===== src/rtl/fb_scanout.sv =====
// fb_scanout: scans a rectangular framebuffer window in row-major order and
// streams the pixels out over a valid/ready interface through a small
// output buffer. Reads are throttled so that buffered pixels plus the read
// in flight never exceed the buffer depth, so the buffer cannot overflow.
module fb_scanout #(
    parameter int FIFO_DEPTH = 4  // power of two, >= 4
) (
    input  logic        clk,
    input  logic        rst_n,
    input  logic        start,
    input  logic [7:0]  win_x0,
    input  logic [7:0]  win_y0,
    input  logic [7:0]  win_x1,
    input  logic [7:0]  win_y1,
    output logic        busy,
    output logic        done,
    output logic        err,
    output logic        fb_read_en,
    output logic [7:0]  fb_read_x,
    output logic [7:0]  fb_read_y,
    input  logic [23:0] fb_read_color,
    output logic        pix_valid,
    input  logic        pix_ready,
    output logic [23:0] pix_data,
    output logic        pix_sof,
    output logic        pix_eol
);

    localparam int AW = $clog2(FIFO_DEPTH);

    typedef enum logic [1:0] {IDLE, SCAN, DRAIN, FIN} state_t;

    typedef struct packed {
        logic        sof;
        logic        eol;
        logic [23:0] color;
    } pix_t;

    state_t      state, state_nxt;

    // captured window and scan position
    logic [7:0]  x0_q, y0_q, x1_q, y1_q;
    logic [7:0]  cur_x, cur_y;
    logic        bad_q;

    // one read in flight: data arrives the cycle after the request
    logic        rf_vld, rf_sof, rf_eol;

    // output buffer
    pix_t        mem [FIFO_DEPTH];
    logic [AW-1:0] wr_ptr, rd_ptr;
    logic [AW:0]   count;
    logic [AW:0]   outstanding;
    pix_t        head;

    logic win_ok, start_ok, last_x, last_y, push, pop;

    assign win_ok      = (win_x1 >= win_x0) && (win_y1 >= win_y0);
    assign start_ok    = (state == IDLE) && start;
    assign last_x      = (cur_x == x1_q);
    assign last_y      = (cur_y == y1_q);
    assign outstanding = count + {{AW{1'b0}}, rf_vld};
    assign push        = rf_vld;
    assign pop         = pix_valid && pix_ready;
    assign head        = mem[rd_ptr];

    // state register
    always_ff @(posedge clk or negedge rst_n) begin
        if (!rst_n) state <= IDLE;
        else        state <= state_nxt;
    end

    // next-state and status/read outputs
    always_comb begin
        state_nxt  = state;
        busy       = 1'b0;
        done       = 1'b0;
        err        = 1'b0;
        fb_read_en = 1'b0;
        fb_read_x  = 8'd0;
        fb_read_y  = 8'd0;
        case (state)
            IDLE: begin
                if (start) state_nxt = win_ok ? SCAN : FIN;
            end
            SCAN: begin
                busy       = 1'b1;
                fb_read_en = (outstanding < (AW+1)'(FIFO_DEPTH));
                fb_read_x  = fb_read_en ? cur_x : 8'd0;
                fb_read_y  = fb_read_en ? cur_y : 8'd0;
                if (fb_read_en && last_x && last_y) state_nxt = DRAIN;
            end
            DRAIN: begin
                busy = 1'b1;
                // leave as the buffer empties so done lands right after the
                // final transfer
                if (!rf_vld && ((count == '0) ||
                    ((count == (AW+1)'(1)) && pop)))
                    state_nxt = FIN;
            end
            FIN: begin
                busy      = 1'b1;
                done      = 1'b1;
                err       = bad_q;
                state_nxt = IDLE;
            end
            default: state_nxt = IDLE;
        endcase
    end

    // window capture and scan coordinate advance (compare before increment,
    // so an edge at 255 never wraps)
    always_ff @(posedge clk or negedge rst_n) begin
        if (!rst_n) begin
            x0_q  <= 8'd0;
            y0_q  <= 8'd0;
            x1_q  <= 8'd0;
            y1_q  <= 8'd0;
            cur_x <= 8'd0;
            cur_y <= 8'd0;
            bad_q <= 1'b0;
        end else if (start_ok) begin
            x0_q  <= win_x0;
            y0_q  <= win_y0;
            x1_q  <= win_x1;
            y1_q  <= win_y1;
            cur_x <= win_x0;
            cur_y <= win_y0;
            bad_q <= !win_ok;
        end else if (fb_read_en) begin
            if (last_x) begin
                cur_x <= x0_q;
                if (!last_y) cur_y <= cur_y + 8'd1;
            end else begin
                cur_x <= cur_x + 8'd1;
            end
        end
    end

    // in-flight read tag; cleared by reset so a pre-reset return is dropped
    always_ff @(posedge clk or negedge rst_n) begin
        if (!rst_n) begin
            rf_vld <= 1'b0;
            rf_sof <= 1'b0;
            rf_eol <= 1'b0;
        end else begin
            rf_vld <= fb_read_en;
            rf_sof <= fb_read_en && (cur_x == x0_q) && (cur_y == y0_q);
            rf_eol <= fb_read_en && last_x;
        end
    end

    // buffer pointers and occupancy
    always_ff @(posedge clk or negedge rst_n) begin
        if (!rst_n) begin
            wr_ptr <= '0;
            rd_ptr <= '0;
            count  <= '0;
        end else begin
            if (push) wr_ptr <= wr_ptr + AW'(1);
            if (pop)  rd_ptr <= rd_ptr + AW'(1);
            case ({push, pop})
                2'b10:   count <= count + (AW+1)'(1);
                2'b01:   count <= count - (AW+1)'(1);
                default: count <= count;
            endcase
        end
    end

    // buffer storage, written with the returning color and its flags
    always_ff @(posedge clk) begin
        if (push) mem[wr_ptr] <= '{sof: rf_sof, eol: rf_eol, color: fb_read_color};
    end

    // pixel stream: head entry is gated so outputs read zero when empty
    always_comb begin
        pix_valid = (count != '0);
        pix_data  = pix_valid ? head.color : 24'd0;
        pix_sof   = pix_valid && head.sof;
        pix_eol   = pix_valid && head.eol;
    end

endmodule


===== config.mk =====
export PLATFORM = sky130hd
export DESIGN_NAME = fb_scanout
export DESIGN_NICKNAME = d
export VERILOG_FILES = /design/src/rtl/fb_scanout.sv
export SDC_FILE = /design/constraint.sdc
export NUM_CORES = 1
export LEC_CHECK = 0
export ABC_AREA = 0
export BUFFER_PORTS_ARGS = -buffer_cell sky130_fd_sc_hd__buf_2
export CAP_MARGIN = 20
export CORE_MARGIN = 5
export CORE_UTILIZATION = 40
export DETAILED_ROUTE_END_ITERATION = 8
export PLACE_DENSITY = 0.57
export SETUP_SLACK_MARGIN = 0.3
export SYNTH_ARGS = -nofsm -noshare
export SYNTH_HDL_FRONTEND = slang
export SYNTH_SLANG_ARGS = --single-unit

===== constraint.sdc =====
create_clock -name clk -period 5.65 [get_ports clk]
set_clock_uncertainty 0.2 [all_clocks]
set_input_delay 0.8475 -clock clk [delete_from_list [all_inputs] [get_ports clk]]
set_output_delay 0.8475 -clock clk [all_outputs]
set_load 0.02 [all_outputs]

# After elaboration in Yosys (flattened, before gate mapping)
# Memories as Yosys holds them, arrays and structs flattened.
# Index checks and enable logic that the tools add are counted.
[word_totals] regBits=61 latchBits=0 ramBits=104 mem_bits_ro=0 in_bits=60 output_inout_bits=47 elab_cells=87 mem_count=1
[memory_table] name="mem" words=4 width=26 read_ports=1 rd_ports_with_merged_regs=0 wr=1 line_no="50" rtl="pix_t mem [FIFO_DEPTH];"
[classes] n_addsub=7 multipliers=0 n_div=0 n_lt_le_gt_ge=3 n_eq_ne=14 shift=0 mux=24 n_bitwise=0 reduce_logical=24
[op_table] cell="2-to-1 mux 8 bit" count=11
[op_table] cell="== test 8 bit" count=4
[op_table] cell="2-to-1 mux 24 bit" count=1
[op_table] cell="adder 8 x 1 -> 8 bit, second input constant" count=2
[op_table] cell=">= comparator 8 bit" count=2
[op_table] cell="logical AND 1 bit" count=12
[op_table] cell="2-to-1 mux 2 bit" count=4
[op_table] cell="inequality test 2 bit, second input constant" count=4
[op_table] cell="case mux 2 bit (4 select lines)" count=1
[op_table] cell="== test 2 bit, second input constant" count=3
[op_table] cell="2-to-1 mux 1 bit" count=6
[op_table] cell="case mux 3 bit (2 select lines)" count=1
[op_table] cell="AND reduction 3 bit" count=2
[op_table] cell="nonzero test 2 bit" count=3
[op_table] cell="adder 2 x 1 -> 2 bit, second input constant" count=2
[op_table] cell="== test 2 x 1 -> 1 bit, second input constant" count=2
[op_table] cell="adder 3 x 1 -> 3 bit" count=1
[op_table] cell="adder 3 x 1 -> 3 bit, second input constant" count=1
[op_table] cell="== test 3 x 1 -> 1 bit, second input constant" count=1
[op_table] cell="zero test 3 bit" count=1
[op_table] cell="less-than comparator 3 bit, second input constant" count=1
[op_table] cell="nonzero test 3 bit" count=1
[op_table] cell="OR reduction 3 bit" count=1
[op_table] cell="subtractor 3 x 1 -> 3 bit, second input constant" count=1
[op_table] cell="3 further kinds" count=4

# Longest topological paths before layout
# Gate-level depths: netlist of run 1.
[logic_depth] word_depth=7 depth_mapped=8 depth_no_buf=8

# Worst setup path before layout of run 1
# No wires, ideal clock.
[synth_timing] kind="register -> output" start="reg rd_ptr[0]" end="out pix_data[10]" t_arrival_ns=1.631 required_ns=4.603 setup_slack_ns=2.972 path_stages_with_launch=5 n_path_buf=2 path_cell_list="dfrtp_1 -> buf_2 -> buf_2 -> mux4_2 -> and2_1"
[synth_between] elab_chain_cells=2
[synth_lines] element="start: declaration" line_no="51" rtl="logic [AW-1:0] wr_ptr, rd_ptr;"
[synth_lines] element="start signal: assignment" line_no="161" rtl="if (pop) rd_ptr <= rd_ptr + AW'(1);"
[synth_lines] element="memory (4 x 26 bit)"
[synth_lines] element="2-to-1 mux 24 bit" line_no="178" rtl="pix_data = pix_valid ? head.color : 24'd0;"
[synth_lines] element="end: declaration" line_no="24" rtl="output logic [23:0] pix_data,"
# No other way between the ends.

# Worst setup path in the final report of run 1
[layout_timing] start="reg rf_vld, in the netlist push" end="out fb_read_en"
[layout_between] elab_chain_cells=3
[layout_lines] element="start: declaration" line_no="47" rtl="logic rf_vld, rf_sof, rf_eol;"
[layout_lines] element="start signal: assignment" line_no="147" rtl="rf_vld <= fb_read_en;"
[layout_lines] element="adder 3 x 1 -> 3 bit" line_no="62" rtl="assign outstanding = count + {{AW{1'b0}}, rf_vld};"
[layout_lines] element="less-than comparator 3 bit" line_no="88" rtl="fb_read_en = (outstanding < (AW+1)'(FIFO_DEPTH));"
[layout_lines] element="2-to-1 mux 1 bit" line_no="82" rtl="case (state)"
[layout_lines] element="end: declaration" line_no="18" rtl="output logic fb_read_en,"
# No other way between the ends.

==> results by group, run 1 <==
Run status
  – Outcome: finished clean

Timing
  – Final worst path period share: 63.3%
  – Min Tclk post-route: roughly 3600 ps
  – Final Max Slew Viols: 0
  – Least-Margin Pin Slew: just over 1000 ps
  – RSZ-0062 raised after global routing: no
  – Sum of negative setup slack: 0 ps
  – Maximum clock frequency: roughly 0.28 GHz
  – Hold Violations, Final: 0
  – Slew HR: 31.6%
  – Final hold slack: 266 ps
  – # setup viols final: 0

Die
  – Die width: approximately 150 um
  – Core ar.: about 19,000 um2
  – # rows: ~50
  – Die area: approximately 23,000 um2
  – Die height: 151 um
  – I/O pin cnt: 107
  – Starting Density: approximately 41%

Synthesis
  – Cells after synthesis: 618
  – Number of synthesized flops with an enable pin: around 100
  – Syn_nets: between 700 and 800
  – Syn_area_per_cell: 12.8 um2
  – Register area share after synthesis: a little under 60%
  – Mapped Area: slightly below 8000 um2
  – Netlist cell types: slightly above 50
  – Ys async rst share: 37.0%
  – Seq cells post-synth: 165
  – Most common flop cell mapped by yosys: edfxtp_1
  – Warnings, synthesis: 0

Clock tree
  – CTS root buffer: clkbuf_16
  – Clock latency at the later pin of the worst-skew pair: between 400 and 500 ps
  – TritonCTS Buffers: 17
  – Post-CTS sizing: 0
  – Post-CTS Setup Repair Bufs: 0
  – Clk pin slew, worst setup/hold paths: approximately 70 ps
  – Clock sink total: 165
  – CTS tree: done
  – CTS max path bufs: 2
  – Hold buffers post-CTS: 0
  – Clock H-tree levels: 4

Worst setup path
  – Crit path max fanout: 19
  – Worst setup EP type: output port
  – Worst setup SP type: flop
  – Critical Path RT: approximately 4600 ps
  – WS Path Type: flop to output port
  – Worst EP arrival: approximately 2500 ps

Drt
  – Via count: between 5,000 and 6,000
  – Drt initial violations: 381
  – Final WL: between 15,000 and 20,000 um
  – TritonRoute pass-1 iters: 5
  – Post-route ant nets: 0
  – Wire per inst: between 15 and 20 um
  – Via density: about 5.2
  – DRC: 0

Power and ir drop
  – Sequential share of power: 38.1%
  – Pwr per Cell Area: around 500 nW/um2
  – Switch share: between 30 and 40%
  – Total power: 4.54 mW
  – Combinational power share: a little over a third
  – Internal power: slightly below 3 mW
  – VDD IR max: roughly 230 uV
  – Sw power: between 1.5 and 2 mW
  – Clock share of power: 26.8%
  – Pleak: about 3.8 nW

Global route
  – M3 GR Usage: under 10%
  – Met2 Track Usage GR: 26.5%
  – Largest net degree at the start of global routing: between 60 and 70
  – GRT met1 Usage: 22.4%
  – Vias in the first global route: approximately 5,200
  – Global-route wire length before repair: 28,600 um
  – GRT Util Overall: 16.4%
  – Gr busiest metal: met2
  – GR Overflow Total: 0
  – Number of antenna violations at the first check in global routing: 0

Cells and area
  – # fillers: 1,762
  – Sequential Area: around 4700 um2
  – Share of cells above drive strength 1: 25.1%
  – Nets@finish: between 800 and 900
  – Area of the multi-input gates: 2940 um2
  – Non-filler cells, final: around 990
  – Most frequent cells in the layout: 106 x buf_2, 104 x edfxtp_1, 85 x nand2_1
  – Final non-filler cell area: 9260 um2
  – # diodes: 0
  – Most common cell after layout, fill and taps aside: buf_2
  – Layout area overhead: 17.3%

Placement
  – Final HPWL DP: roughly 12,000 um
  – Placer congestion estimate: about 0.86
  – Cell Area, Placed: between 8000 and 9000 um2
  – # placed instances: 959
  – Port Buffers: 106

Worst hold path
  – Hold crit path type: flop to flop

Flow run
  – MaxCap Viol Count: 0
## cells in the mapped netlist (6+ instances only)
cell | instances | area share, %
a31oi_1 | 7 | 0.55
o31ai_1 | 9 | 0.86
nand3_1 | 12 | 0.76
nand4_1 | 7 | 0.55
and2_1 | 34 | 2.7
buf_2 | 9 | 0.57
dfrtp_1 | 61 | 19
nor4_1 | 6 | 0.48
nor2_1 | 20 | 0.95
xor2_1 | 27 | 3.0
o21ai_0 | 23 | 1.5
clkbuf_1 | 19 | 0.90
a21oi_1 | 12 | 0.76
xnor2_1 | 7 | 0.78
mux4_2 | 26 | 7.4
inv_1 | 32 | 1.5
nor3_1 | 9 | 0.57
or4_1 | 7 | 0.67
and3_1 | 17 | 1.3
nand2_1 | 85 | 4.0
edfxtp_1 | 104 | 40
ha_1 | 32 | 5.1
## per-layer routing
metal	up-vias	part of all wire, %
met5	-	0
met3	20	5.5
li1	2420	-
met2	171	48
met1	2557	45
met4	0	1.8
## area by class of cell
cell class | count | area share, %
Clock buffer | 17 | 4.59
Clock inverter | 14 | 2.03
Inverter | 32 | 1.30
Multi-Input combinational cell | 384 | 31.7
Sequential cell | 165 | 50.2
Tap cell | 265 | 3.58
Timing Repair Buffer | 114 | 6.59
## flip-flops by register name, indices dropped and copies added (netlist names)
name	flops
rf_eol	1
cur_x	8
y0_q	8
y1_q	8
push	1
bad_q	1
count	3
cur_y	8
x1_q	8
rd_ptr	2
mem	104
state	2
rf_sof	1
x0_q	8
wr_ptr	2
## final timing paths
check	startpoint	cells past startpoint	slack [ps]	to
max	push	5	2070	fb_read_en
min	bad_q	2	270	bad_q
max reg2reg	count[0]	8	2950	count[2]
min reg2reg	bad_q	2	270	bad_q
max in group asynchronous	rst_n	2	4260	rd_ptr[0]
min in group asynchronous	rst_n	2	400	y1_q[3]
## power by group through the flow
stage | Clock, mW | Combinational (mW) | Sequential (mW)
floorplan | 0 | 1.21 | 1.64
global placement | 0 | 1.61 | 1.75
detailed placement | 0 | 1.62 | 1.76
CTS | 1.25 | 1.63 | 1.74
global route | 1.30 | 1.73 | 1.77
finish | 1.21 | 1.60 | 1.73
## per-stage QoR
| stage | util, % | setup WS (ps) |
|---|---|---|
| 2_1_floorplan | - | 2970 |
| 3_3_place_gp | 44.3 | 2590 |
| 3_5_place_dp | 44.3 | 2550 |
| 4_1_cts | 47.5 | 2070 |
| 5_1_grt | 47.6 | 1860 |
| 6_report | 47.6 | 2070 |
## worst max-delay path, stage by stage (launching register included)
cell and delay [ps]:
dfrtp_1 520, nand3_1 230, xor2_4 460, nand2_1 280, inv_1 370, buf_2 250
## cells by family (layout without fill, tap and decap cells)
kind of cell    after synthesis  count (layout)  synth area share [%]
fa+ha+maj                    32              32                  5.07
simple gates                209             209                  13.3
xor+xnor                     39              39                  4.94
buf+inv                      69             177                  3.91
compound gates               75              75                  6.08
flops                       165             165                  58.9
mux                          29              29                  7.80
Power figures use the tool's default switching activity.
==> run 2, diff against run 1 <==
--- a/config.mk
+++ b/config.mk
@@ -5,7 +5,7 @@
 export SDC_FILE = /design/constraint.sdc
 export NUM_CORES = 1
 export LEC_CHECK = 0
-export ABC_AREA = 0
+export ABC_AREA = 1
 export BUFFER_PORTS_ARGS = -buffer_cell sky130_fd_sc_hd__buf_2
 export CAP_MARGIN = 20
 export CORE_MARGIN = 5
==> constraint.sdc (replaced) <==
create_clock -name clk -period 3.7 [get_ports clk]
set_clock_uncertainty 0.2 [all_clocks]
set_input_delay 0.555 -clock clk [delete_from_list [all_inputs] [get_ports clk]]
set_output_delay 0.555 -clock clk [all_outputs]
set_load 0.02 [all_outputs]
==> results by group, run 2 <==
Placement
  – Port Buffers: 106 (unchanged)
  – Cell Area, Placed: 8870 um2 (was 8620 um2)
  – Final HPWL DP: 12,200 um (was 12,100 um)
  – Worst slack, placed: 1060 ps (was 2550 ps)
  – Placer congestion estimate: 0.776 (was 0.856)

Synthesis
  – Most common flop cell mapped by yosys: edfxtp_1 (unchanged)
  – Ys async rst share: 37.0% (unchanged)
  – Syn_nets: 956 (was 710)
  – Post-synth top area cell: edfxtp_1 (unchanged)
  – Seq cells post-synth: 165 (unchanged)
  – Yosys top cell area share: 38.8% (was 39.5%)
  – Register area share after synthesis: 57.7% (was 58.9%)
  – Commonest cells post-synth: 182 x nand2_1, 145 x nor2_1, 104 x edfxtp_1, 82 x o21ai_0, 72 x inv_1 (was 104 x edfxtp_1, 85 x nand2_1, 61 x dfrtp_1, 34 x and2_1)
  – Netlist cell types: 32 (was 51)
  – Dominant cell by count in the synthesized netlist: nand2_1 (was edfxtp_1)
  – Warnings, synthesis: 0 (unchanged)
  – Cells after synthesis: 864 (was 618)
  – Number of synthesized flops with an enable pin: 104 (unchanged)
  – Top post-synthesis cells by area: edfxtp_1 39%, dfrtp_1 19%, nand2_1 8.5% (was edfxtp_1 40%, dfrtp_1 19%, mux4_2 7.4%)
  – Syn_area_per_cell: 9.32 um2 (was 12.8 um2)
  – Mapped Area: 8050 um2 (was 7900 um2)

Power and ir drop
  – VDD IR max: 560 uV (was 232 uV)
  – Total power: 7.81 mW (was 4.54 mW)
  – Pwr per Cell Area: 823 nW/um2 (was 490 nW/um2)
  – Pleak: 4.24 nW (was 3.84 nW)

Die
  – Die width: 152 um (was 151 um)
  – I/O pin cnt: 107 (unchanged)
  – Core ar.: 20,000 um2 (was 19,500 um2)
  – Starting Density: 40.2% (was 40.6%)
  – Die height: 152 um (was 151 um)
  – # rows: 52 (was 51)
  – Die area: 23,100 um2 (was 22,700 um2)

Global route
  – GRT Util Overall: 16.0% (was 16.4%)
  – Largest net degree at the start of global routing: 55 (was 62)
  – GR Overflow Total: 0 (unchanged)
  – Number of antenna violations at the first check in global routing: 0 (unchanged)
  – Vias in the first global route: 5,784 (was 5,196)
  – Global-route wire length before repair: 29,900 um (was 28,600 um)

Cells and area
  – Area of the multi-input gates: 2930 um2 (was 2940 um2)
  – Sequential Area: 4650 um2 (about the same)
  – Largest Register: mem (unchanged)
  – Most common cell after layout, fill and taps aside: nand2_1 (was buf_2)
  – Most frequent cells in the layout: 182 x nand2_1, 144 x nor2_1, 106 x buf_2 (was 106 x buf_2, 104 x edfxtp_1, 85 x nand2_1)
  – Share of cells above drive strength 1: 17.7% (was 25.1%)
  – # diodes: 0 (unchanged)
  – Layout area overhead: 17.8% (was 17.3%)
  – # fillers: 1,916 (was 1,762)
  – Final non-filler cell area: 9490 um2 (was 9260 um2)
  – Nets@finish: 1,058 (was 806)
  – Number of flip-flops in the largest register: 104 (unchanged)

Timing
  – RSZ-0062 raised after global routing: no (unchanged)
  – Sum of negative setup slack: 0 ps (unchanged)
  – Slew HR: 42.1% (was 31.6%)
  – Final worst path period share: 82.5%
  – # setup viols final: 0 (unchanged)
  – Final Max Slew Viols: 0 (unchanged)
  – Final hold slack: 146 ps (was 266 ps)
  – Hold Violations, Final: 0 (unchanged)
  – Min Tclk post-route: just over 3000 ps
  – Maximum clock frequency: around 0.33 GHz
  – PnR worst setup slack: 647 ps (was 2070 ps)
  – Least-Margin Pin Slew: 863 ps (was 1030 ps)

Drt
  – Drt initial violations: 216 (was 381)
  – Via density: 4.70 (was 5.21)
  – Wire per inst: 14.9 um (was 18.1 um)
  – DRC: 0 (unchanged)
  – Final WL: 18,600 um (was 18,000 um)
  – Via count: 5,869 (was 5,168)
  – TritonRoute pass-1 iters: 4 (was 5)
  – Post-route ant nets: 0 (unchanged)

Clock tree
  – CTS tree: done (unchanged)
  – Post-CTS Setup Repair Bufs: 0 (unchanged)
  – Clock latency at the later pin of the worst-skew pair: 420 ps (was 430 ps)
  – Clock sink total: 165 (unchanged)
  – TritonCTS Buffers: 17 (unchanged)
  – CTS max path bufs: 2 (unchanged)
  – Clock H-tree levels: 4 (unchanged)
  – CTS root buffer: clkbuf_16 (unchanged)
  – Clk pin slew, worst setup/hold paths: 70 ps (about the same)

Worst setup path
  – Worst EP arrival: 2300 ps (was 2530 ps)
  – WS Path Type: flop to output port (unchanged)
  – Worst setup SP type: flop (unchanged)
  – Worst setup EP type: output port (unchanged)
  – R2R Setup Slk: 1070 ps (was 2950 ps)
  – Crit path max fanout: 20 (was 19)
  – Critical Path RT: 2940 ps (was 4600 ps)
  – FF-to-FF path depth: 9 (was 8)

Run status
  – Outcome: finished clean (unchanged)

Worst hold path
  – Hold crit path type: input port to flop (was flop to flop)
  – Hold path depth: 1 (was 2)

Flow run
  – MaxCap Viol Count: 0 (unchanged)
## run 2: changes by cell type in the layout (fill, tap and decap cells not counted), sizes merged, moves of 26 or more
cell and change:
and2 -35, inv +50, mux4 -26, nand2 +100, nor2 +129, o21ai +62
## run 2: power breakdown
group / switching (mW) / leakage, nW / total (mW) / internal, mW
combinational: 2.15 / 2.25 / 3.30 / 1.15
clock: 0.829 / 0.288 / 1.73 / 0.905
sequential: 0.361 / 1.70 / 2.78 / 2.42
total: 3.34 / 4.24 / 7.81 / 4.47
## run 2: layout make-up
class                           instances  share of cell area (%)
Clock buffer                           17                    4.48
Inverter                               85                    3.36
Sequential cell                       165                    49.0
Multi-Input combinational cell        576                    30.8
Tap cell                              270                    3.56
Timing Repair Buffer                  121                    7.07
Clock inverter                         15                    1.70
## run 2: final timing paths
kind	startpoint	end
worst max-delay path	push	fb_read_y[0]
worst min-delay path	fb_read_color[6]	mem[1][6]
worst max register to register	state[1]	cur_y[2]
worst min register to register	rf_sof	mem[0][25]
max in group asynchronous	rst_n	cur_x[3]
min in group asynchronous	rst_n	y1_q[7]
## run 2: cells by family (layout without fill, tap and decap cells)
kind of cell | Yosys count | after routing | share of synthesized area (%)
simple gates | 375 | 375 | 18.8
flops | 165 | 165 | 57.7
compound gates | 133 | 133 | 8.61
buf+inv | 123 | 238 | 5.97
xor+xnor | 36 | 36 | 3.92
fa+ha+maj | 32 | 32 | 4.97
## run 2: per-layer routing
metal	routed length, um	up-vias	global-route usage (%)	share of wire (%)
met5	0	-	0	0
met2	8890	115	26.1	48
met4	212	0	4.24	1.1
met1	8760	2722	21.7	47
li1	-	3014	-	-
met3	715	18	3.70	3.8
## run 2: metrics by stage
step	util (%)	std cells
floorplan	-	864
global placement	44.3	1215
detailed placement	44.3	1215
CTS	47.2	1247
global route	47.4	1249
finish	47.4	1249
## run 2: worst max-delay path, cell delays in order (launching register included)
cell	delay [ps]
dfrtp_1	490
nand3_1	120
xor2_1	220
nand2_1	530
nor2_1	300
buf_2	200
## run 2: what timing repair did
action                                 CTS  global route
endpoints found under the hold margin    0            17
hold buffers                             0             1
resized for setup                        0             0
